[src/rtl/encoder_sample_ctrl.sv]
// Periodic / on-demand snapshot of the decoder position with a software zero offset,
// per-sample velocity (delta since last accepted sample) and a valid/ready output with overrun flag.
module encoder_sample_ctrl #(
   parameter int unsigned PERIOD_CYCLES = 1000,
   parameter int unsigned CNT_W         = 16
) (
   input  logic              clk,
   input  logic              rst,
   input  logic              enable,
   input  logic [31:0]       position,
   input  logic              zero_req,
   input  logic              snap_req,
   output logic [31:0]       out_pos,
   output logic [31:0]       out_vel,
   output logic              out_valid,
   input  logic              out_ready,
   output logic [CNT_W-1:0]  sample_count,
   output logic              overrun,
   input  logic              clr_overrun
);

   localparam logic [15:0] TIMER_LAST = 16'(PERIOD_CYCLES - 1);

   logic [15:0]      timer_q, timer_d;
   logic             enable_q;
   logic             first_q, first_d;
   logic [31:0]      offset_q, offset_d;
   logic [31:0]      prev_pos_q, prev_pos_d;
   logic [31:0]      out_pos_q, out_pos_d;
   logic [31:0]      out_vel_q, out_vel_d;
   logic             out_valid_q, out_valid_d;
   logic [CNT_W-1:0] sample_count_q, sample_count_d;
   logic             overrun_q, overrun_d;

   logic        enable_rise, tick, sample_event, load, drop;
   logic [31:0] offset_eff, prev_eff, rel_pos;

   always_comb begin
      enable_rise  = enable & ~enable_q;
      tick         = enable & (timer_q == TIMER_LAST);
      sample_event = tick | snap_req;
      load         = sample_event & (~out_valid_q | out_ready);
      drop         = sample_event & out_valid_q & ~out_ready;

      // A zero request takes effect before any same-cycle sample is computed.
      offset_eff = zero_req ? position : offset_q;
      prev_eff   = zero_req ? 32'd0 : prev_pos_q;
      rel_pos    = position - offset_eff;

      timer_d        = (!enable || tick) ? 16'd0 : timer_q + 16'd1;
      first_d        = first_q | enable_rise;
      offset_d       = offset_eff;
      prev_pos_d     = prev_eff;
      out_pos_d      = out_pos_q;
      out_vel_d      = out_vel_q;
      out_valid_d    = out_valid_q;
      sample_count_d = sample_count_q;

      if (load) begin
         out_pos_d      = rel_pos;
         out_vel_d      = first_d ? 32'd0 : rel_pos - prev_eff;
         prev_pos_d     = rel_pos;
         first_d        = 1'b0;
         out_valid_d    = 1'b1;
         sample_count_d = sample_count_q + 1'b1;
      end else if (out_ready) begin
         out_valid_d = 1'b0;
      end

      // A drop in the same cycle as a clear leaves the flag set.
      overrun_d = drop | (overrun_q & ~clr_overrun);
   end

   always_ff @(posedge clk or posedge rst) begin
      if (rst) begin
         timer_q        <= '0;
         enable_q       <= 1'b0;
         first_q        <= 1'b1;
         offset_q       <= '0;
         prev_pos_q     <= '0;
         out_pos_q      <= '0;
         out_vel_q      <= '0;
         out_valid_q    <= 1'b0;
         sample_count_q <= '0;
         overrun_q      <= 1'b0;
      end else begin
         timer_q        <= timer_d;
         enable_q       <= enable;
         first_q        <= first_d;
         offset_q       <= offset_d;
         prev_pos_q     <= prev_pos_d;
         out_pos_q      <= out_pos_d;
         out_vel_q      <= out_vel_d;
         out_valid_q    <= out_valid_d;
         sample_count_q <= sample_count_d;
         overrun_q      <= overrun_d;
      end
   end

   assign out_pos      = out_pos_q;
   assign out_vel      = out_vel_q;
   assign out_valid    = out_valid_q;
   assign sample_count = sample_count_q;
   assign overrun      = overrun_q;

endmodule

[config.mk]
export PLATFORM = sky130hd
export DESIGN_NAME = encoder_sample_ctrl
export DESIGN_NICKNAME = d
export VERILOG_FILES = /design/src/rtl/encoder_sample_ctrl.sv
export SDC_FILE = /design/constraint.sdc
export NUM_CORES = 1
export LEC_CHECK = 0
export ABC_AREA = 0
export BUFFER_PORTS_ARGS = -buffer_cell sky130_fd_sc_hd__buf_2
export CAP_MARGIN = 20
export CORE_ASPECT_RATIO = 2
export CORE_MARGIN = 2
export CORE_UTILIZATION = 40
export CTS_CLUSTER_DIAMETER = 60
export DETAILED_ROUTE_END_ITERATION = 8
export GPL_TIMING_DRIVEN = 0
export HOLD_SLACK_MARGIN = 0.08
export PLACE_DENSITY_LB_ADDON = 0.25
export SETUP_SLACK_MARGIN = 0.3
export SYNTH_ARGS = -nofsm -noshare
export SYNTH_HDL_FRONTEND = slang
export SYNTH_SLANG_ARGS = --single-unit
[constraint.sdc]
create_clock -name clk -period 9 [get_ports clk]
set_input_delay 2.7 -clock clk [delete_from_list [all_inputs] [get_ports clk]]
set_output_delay 2.7 -clock clk [all_outputs]
set_load 0.03 [all_outputs]
After elaboration in Yosys (flattened, before gate mapping). Index checks and enable logic that the tools add are counted.

Memories: 0. Register bits after elaboration: 164. RAM bits: 0. Bits in latches: 0. ROM bits: 0. Output and inout port bits: 82. Word-level logic and storage cells: 40. Bits of input ports: 39.

Shift-type cells: 0. Reduce and logical (&&, ||, !) cells: 3. Bitwise operators: 14. Add/sub/neg operators: 4. Magnitude comparators: 0. Equality and inequality tests: 1. Multiplexer cells: 8. Div/mod/pow operators: 0. $mul: 0.

Operators with widths (number): 2-to-1 mux 32 bit (4); subtractor 32 bit (2); adder 16 x 1 -> 16 bit, second input constant (2); equality test 16 x 10 -> 1 bit, second input constant (1); 2-to-1 mux 16 bit (1); AND 1 bit (6); NOT 1 bit (4); OR 1 bit (4); 2-to-1 mux 1 bit (3); nonzero test 2 bit (1); logical NOT 1 bit (1); logical OR 1 bit (1).

Logic depth before layout (Yosys ltp).
Word-level depth: 6. Depth in mapped cells: 24. Mapped depth without buffers: 22.

Worst setup path before layout. OpenSTA, ideal clock, no wires.

Path kind: input port to flip-flop. From: input zero_req. To: register out_vel_q[28] (netlist: out_vel[28]). Library setup time: 0.077 ns. Path buffers: 4. Required time: 8.923 ns. Setup slack: 1.523 ns. Data arrival time: 7.399 ns. Stages on the path: 22. Cell sequence: clkbuf_1 > clkbuf_1 > buf_1 > mux2i_1 > ha_1 > clkbuf_1 > a21oi_1 > o21bai_1 > a2111oi_2 > a21oi_1 > o21ai_1 > o21bai_1 > a21oi_1 > xnor2_1 > ha_1 > nand3_1 > or4_1 > a211o_1 > o31ai_2 > a31oi_1 > xor2_1 > a21oi_1.

Longest elaborated chain between the ends: 4. Elaborated cells on any way between the ends: 5. Classes of those cells: add/sub (2); mux (3).

RTL lines: start, declared (RTL line 11) `input logic zero_req,`; 2-to-1 mux 32 bit (RTL line 46) `offset_eff = zero_req ? position : offset_q;`; subtractor 32 bit (RTL line 48) `rel_pos = position - offset_eff;`; subtractor 32 bit (*) (RTL line 61) `out_vel_d = first_d ? 32'd0 : rel_pos - prev_eff;`; 2-to-1 mux 32 bit (*) (RTL line 61); end signal, assigned (RTL line 93) `out_vel_q <= out_vel_d;`; end, declared (RTL line 30) `logic [31:0] out_vel_q, out_vel_d;`.

Every way passes the cells marked *; elsewhere a longest branch is shown, timed or not. A chain may end at the register's enable or synchronous reset.

Worst setup path after layout.
From: input zero_req. To: register out_vel_q[21] (netlist: out_vel[21]).

Longest elaborated chain between the ends: 4. Elaborated cells on any way between the ends: 5. Classes of those cells: add/sub (2); mux (3).

RTL lines: 2-to-1 mux 32 bit (RTL line 46); named net offset_d[0] (RTL line 27) `logic [31:0] offset_q, offset_d;`; subtractor 32 bit (RTL line 48); named net rel_pos[14] (RTL line 36) `logic [31:0] offset_eff, prev_eff, rel_pos;`; subtractor 32 bit (RTL line 61); 2-to-1 mux 32 bit (RTL line 61).

The timed path passes the listed nets, and every way through them passes these cells.

==> run metrics <==
clk_lat worst skew around 440 ps; worst-case vdd ir drop around 0.00013 V; hold path start timer_q[0]; Setup crit start zero_req; Initial Utilization 0.404; fin crit share 0.919; crit path kind in2reg; outcome completed; Diodes inserted 0; Async S/R FF share, synth 1.00; RSZ-0062 raised after global routing false; Rows slightly above 80; Worst-Margin Slew ~1000 ps; Worst-path clk slew about 60 ps; final hold viol count 0; dpl hpwl ~18000 µm; Clock Path Buffers 2; final setup fails 0; #FFs+latches synth ~160; setup bufs post-CTS 0; die area between 20000 and 30000 µm²; leakage dissipation roughly 5.6 nW; Slew Limit Fails 0; clk_skew 10.2 ps; Core Region around 24000 µm²; Layout Nets approximately 1300; R2R Path Start offset_q[0]; Synth area leader dfrtp_1; DR vias/cell between 5 and 6; GRT Util Overall 0.193; Die Wd roughly 110 µm; Critical Path RT 9310 ps; layout cells sized above 1 0.142; CTS Buf Count 17; drt first pass iters 4; antenna-violating nets left 0; Synth top area share 0.417; P per Cell Area about 270 nW/µm²; routed vias 7798; CTS tree done; CP arrival around 8600 ps; kind of end point of the critical path register; Synth Warn # 0; Worst Setup Start Kind input port; Cell variety after synth 66; Max-Cap Viols 0; Syn-to-layout area delta 16.2%; post-synthesis cell count ~1100; Crit Path Max Fanout 10; post-route cell area between 10000 and 15000 µm²; initial antenna violation count 0; largest net degree at the start of global routing about 120; Root Driver clkbuf_16; port bufs 120; ranking of synthesized cells by area dfrtp_1, ha_1, nand2_1; Post-synth EDFFs 0; overall power approximately 0.0031 W; routability cong. approximately 0.85; Slew HR 0.324; die height about 230 µm; first-pass GRT wire length 39100 µm; area of the mapped netlist ~9800 µm²; placed instance area 10800 µm²; Clock Sink Count between 150 and 200; WL per Instance about 16 µm; final wirelength between 20000 and 25000 µm; setup_tns 0 ps; Final Worst Setup Slack approximately 730 ps; Residual DRC 0; GRT Residual Overflow 0; vias in the first global route between 7000 and 8000; IO Pins about 120; Post-Syn Nets 1156; Syn Area/Cell roughly 9.3 µm²; ys flop type dfrtp_1; hold crit path type reg2reg; Initial DRC Count between 300 and 400; Fmax 121 MHz; Tmin final roughly 8300 ps; total number of H-tree levels 4; Seq/Total Area, Yosys 0.420; DP Worst Slack -152 ps
[power by group]
part	switching (W)	internal [W]
Sequential	0.0000899	0.000897
Combinational	0.000876	0.000498
Clock	0.000296	0.000428
[final cells by class]
| cell class | count | area (µm²) |
|---|---|---|
| Buffer | 38 | 146 |
| Tap cell | 290 | 363 |
| Clock buffer | 23 | 478 |
| Fill cell | 2334 | 12900 |
| Multi-Input combinational cell | 793 | 5320 |
| Sequential cell | 164 | 4110 |
| Inverter | 56 | 218 |
| Clock inverter | 7 | 97.6 |
| Timing Repair Buffer | 121 | 628 |
[final timing paths]
path	end	cells after the start	slack, ps
worst min register to register	timer_q[0]	1	460
worst max-delay path	out_vel[21]	22	730
min in group asynchronous	out_vel[4]	2	2240
worst min-delay path	timer_q[0]	1	460
max in group asynchronous	offset_q[7]	3	5830
worst max register to register	out_vel[21]	19	3930
[metrics by stage]
stage,hold WS [ps],std cells,util
2_1_floorplan,433,1051,-
3_3_place_gp,447,1461,0.444
3_5_place_dp,458,1462,0.445
4_1_cts,470,1492,0.469
5_1_grt,482,1492,0.469
6_report,460,1492,0.469
[cells in the mapped netlist (10+ instances only)]
master	n
nand2_1	167
nand3_1	25
a21o_1	30
ha_1	64
inv_1	56
xnor2_1	43
clkbuf_1	34
nand2b_1	43
nor2_1	48
nand4_1	10
mux2i_1	32
o21ai_0	68
a21oi_1	65
dfrtp_1	163
xor2_1	37
nor3_1	14
o31ai_1	10
[routing by layer]
metal / GRT usage / share of wire / vias to the layer above
met5: 0 / 0 / -
met3: 0.0368 / 0.034 / 27
met1: 0.257 / 0.47 / 3697
li1: - / - / 3923
met4: 0.0661 / 0.018 / 0
met2: 0.313 / 0.48 / 151
[worst max-delay path: stages]
cell       delay (ps)
buf_2             120
clkbuf_1          400
clkbuf_1          590
mux2_2            300
ha_1              250
inv_1              80
fa_1              420
a211oi_1          340
o211ai_2          160
nand2_1           100
o21ai_0           150
a31oi_1           230
xnor2_1           120
ha_1              380
nand4_1           220
a2111oi_0         700
o2bb2ai_1         300
o31ai_1           400
a21o_1            170
a21oi_1            70
xor2_1            270
o31ai_1           100
[kinds of logic (layout without fill, tap and decap cells)]
kind of cell / count (synthesis) / after routing / share of synthesized area
and+or+nand+nor: 352 / 352 / 0.169
AOI/OAI and AO/OA: 253 / 253 / 0.164
DFF: 164 / 164 / 0.420
buffers and inverters: 94 / 245 / 0.0363
xor gates and xnor gates: 87 / 87 / 0.0880
adders and majority gates: 66 / 66 / 0.0860
muxes: 35 / 35 / 0.0362
[state kept, by name, indices dropped and copies added (netlist names), 16 cells and up]
register / cells
timer_q: 16
out_pos: 32
prev_pos_q: 32
offset_q: 32
out_vel: 32
sample_count: 16
[cell usage in the layout (no fill, tap or decap), types with 4 or more instances in the layout]
| cell type | synthesis | layout |
|---|---|---|
| o211ai_1 | 5 | 5 |
| clkbuf_1 | 34 | 37 |
| a21oi_1 | 65 | 65 |
| nand2b_1 | 43 | 43 |
| nor3_1 | 14 | 14 |
| o21ai_1 | 9 | 9 |
| buf_2 | 2 | 123 |
| a21o_1 | 30 | 30 |
| mux2i_1 | 32 | 32 |
| inv_1 | 56 | 55 |
| or3_1 | 4 | 4 |
| xnor3_1 | 5 | 5 |
| o31ai_1 | 10 | 10 |
| o21a_1 | 9 | 9 |
| xnor2_1 | 43 | 43 |
| o21ai_0 | 68 | 68 |
| nor2_1 | 48 | 48 |
| dfrtp_1 | 163 | 163 |
| a31oi_1 | 6 | 6 |
| and3_1 | 9 | 9 |
| a211oi_1 | 7 | 7 |
| nand3_1 | 25 | 25 |
| nand4_1 | 10 | 10 |
| ha_1 | 64 | 64 |
| o21bai_1 | 9 | 9 |
| nand2_1 | 167 | 167 |
| a211o_1 | 4 | 4 |
| clkbuf_16 | 0 | 17 |
| xor2_1 | 37 | 37 |
| nor2b_1 | 9 | 9 |
[timing repair]
action,in CTS,in global routing
hold buffers,0,0
gates resized for setup,1,1
endpoints found under the setup margin,1,2
Power figures use the tool's default switching activity.
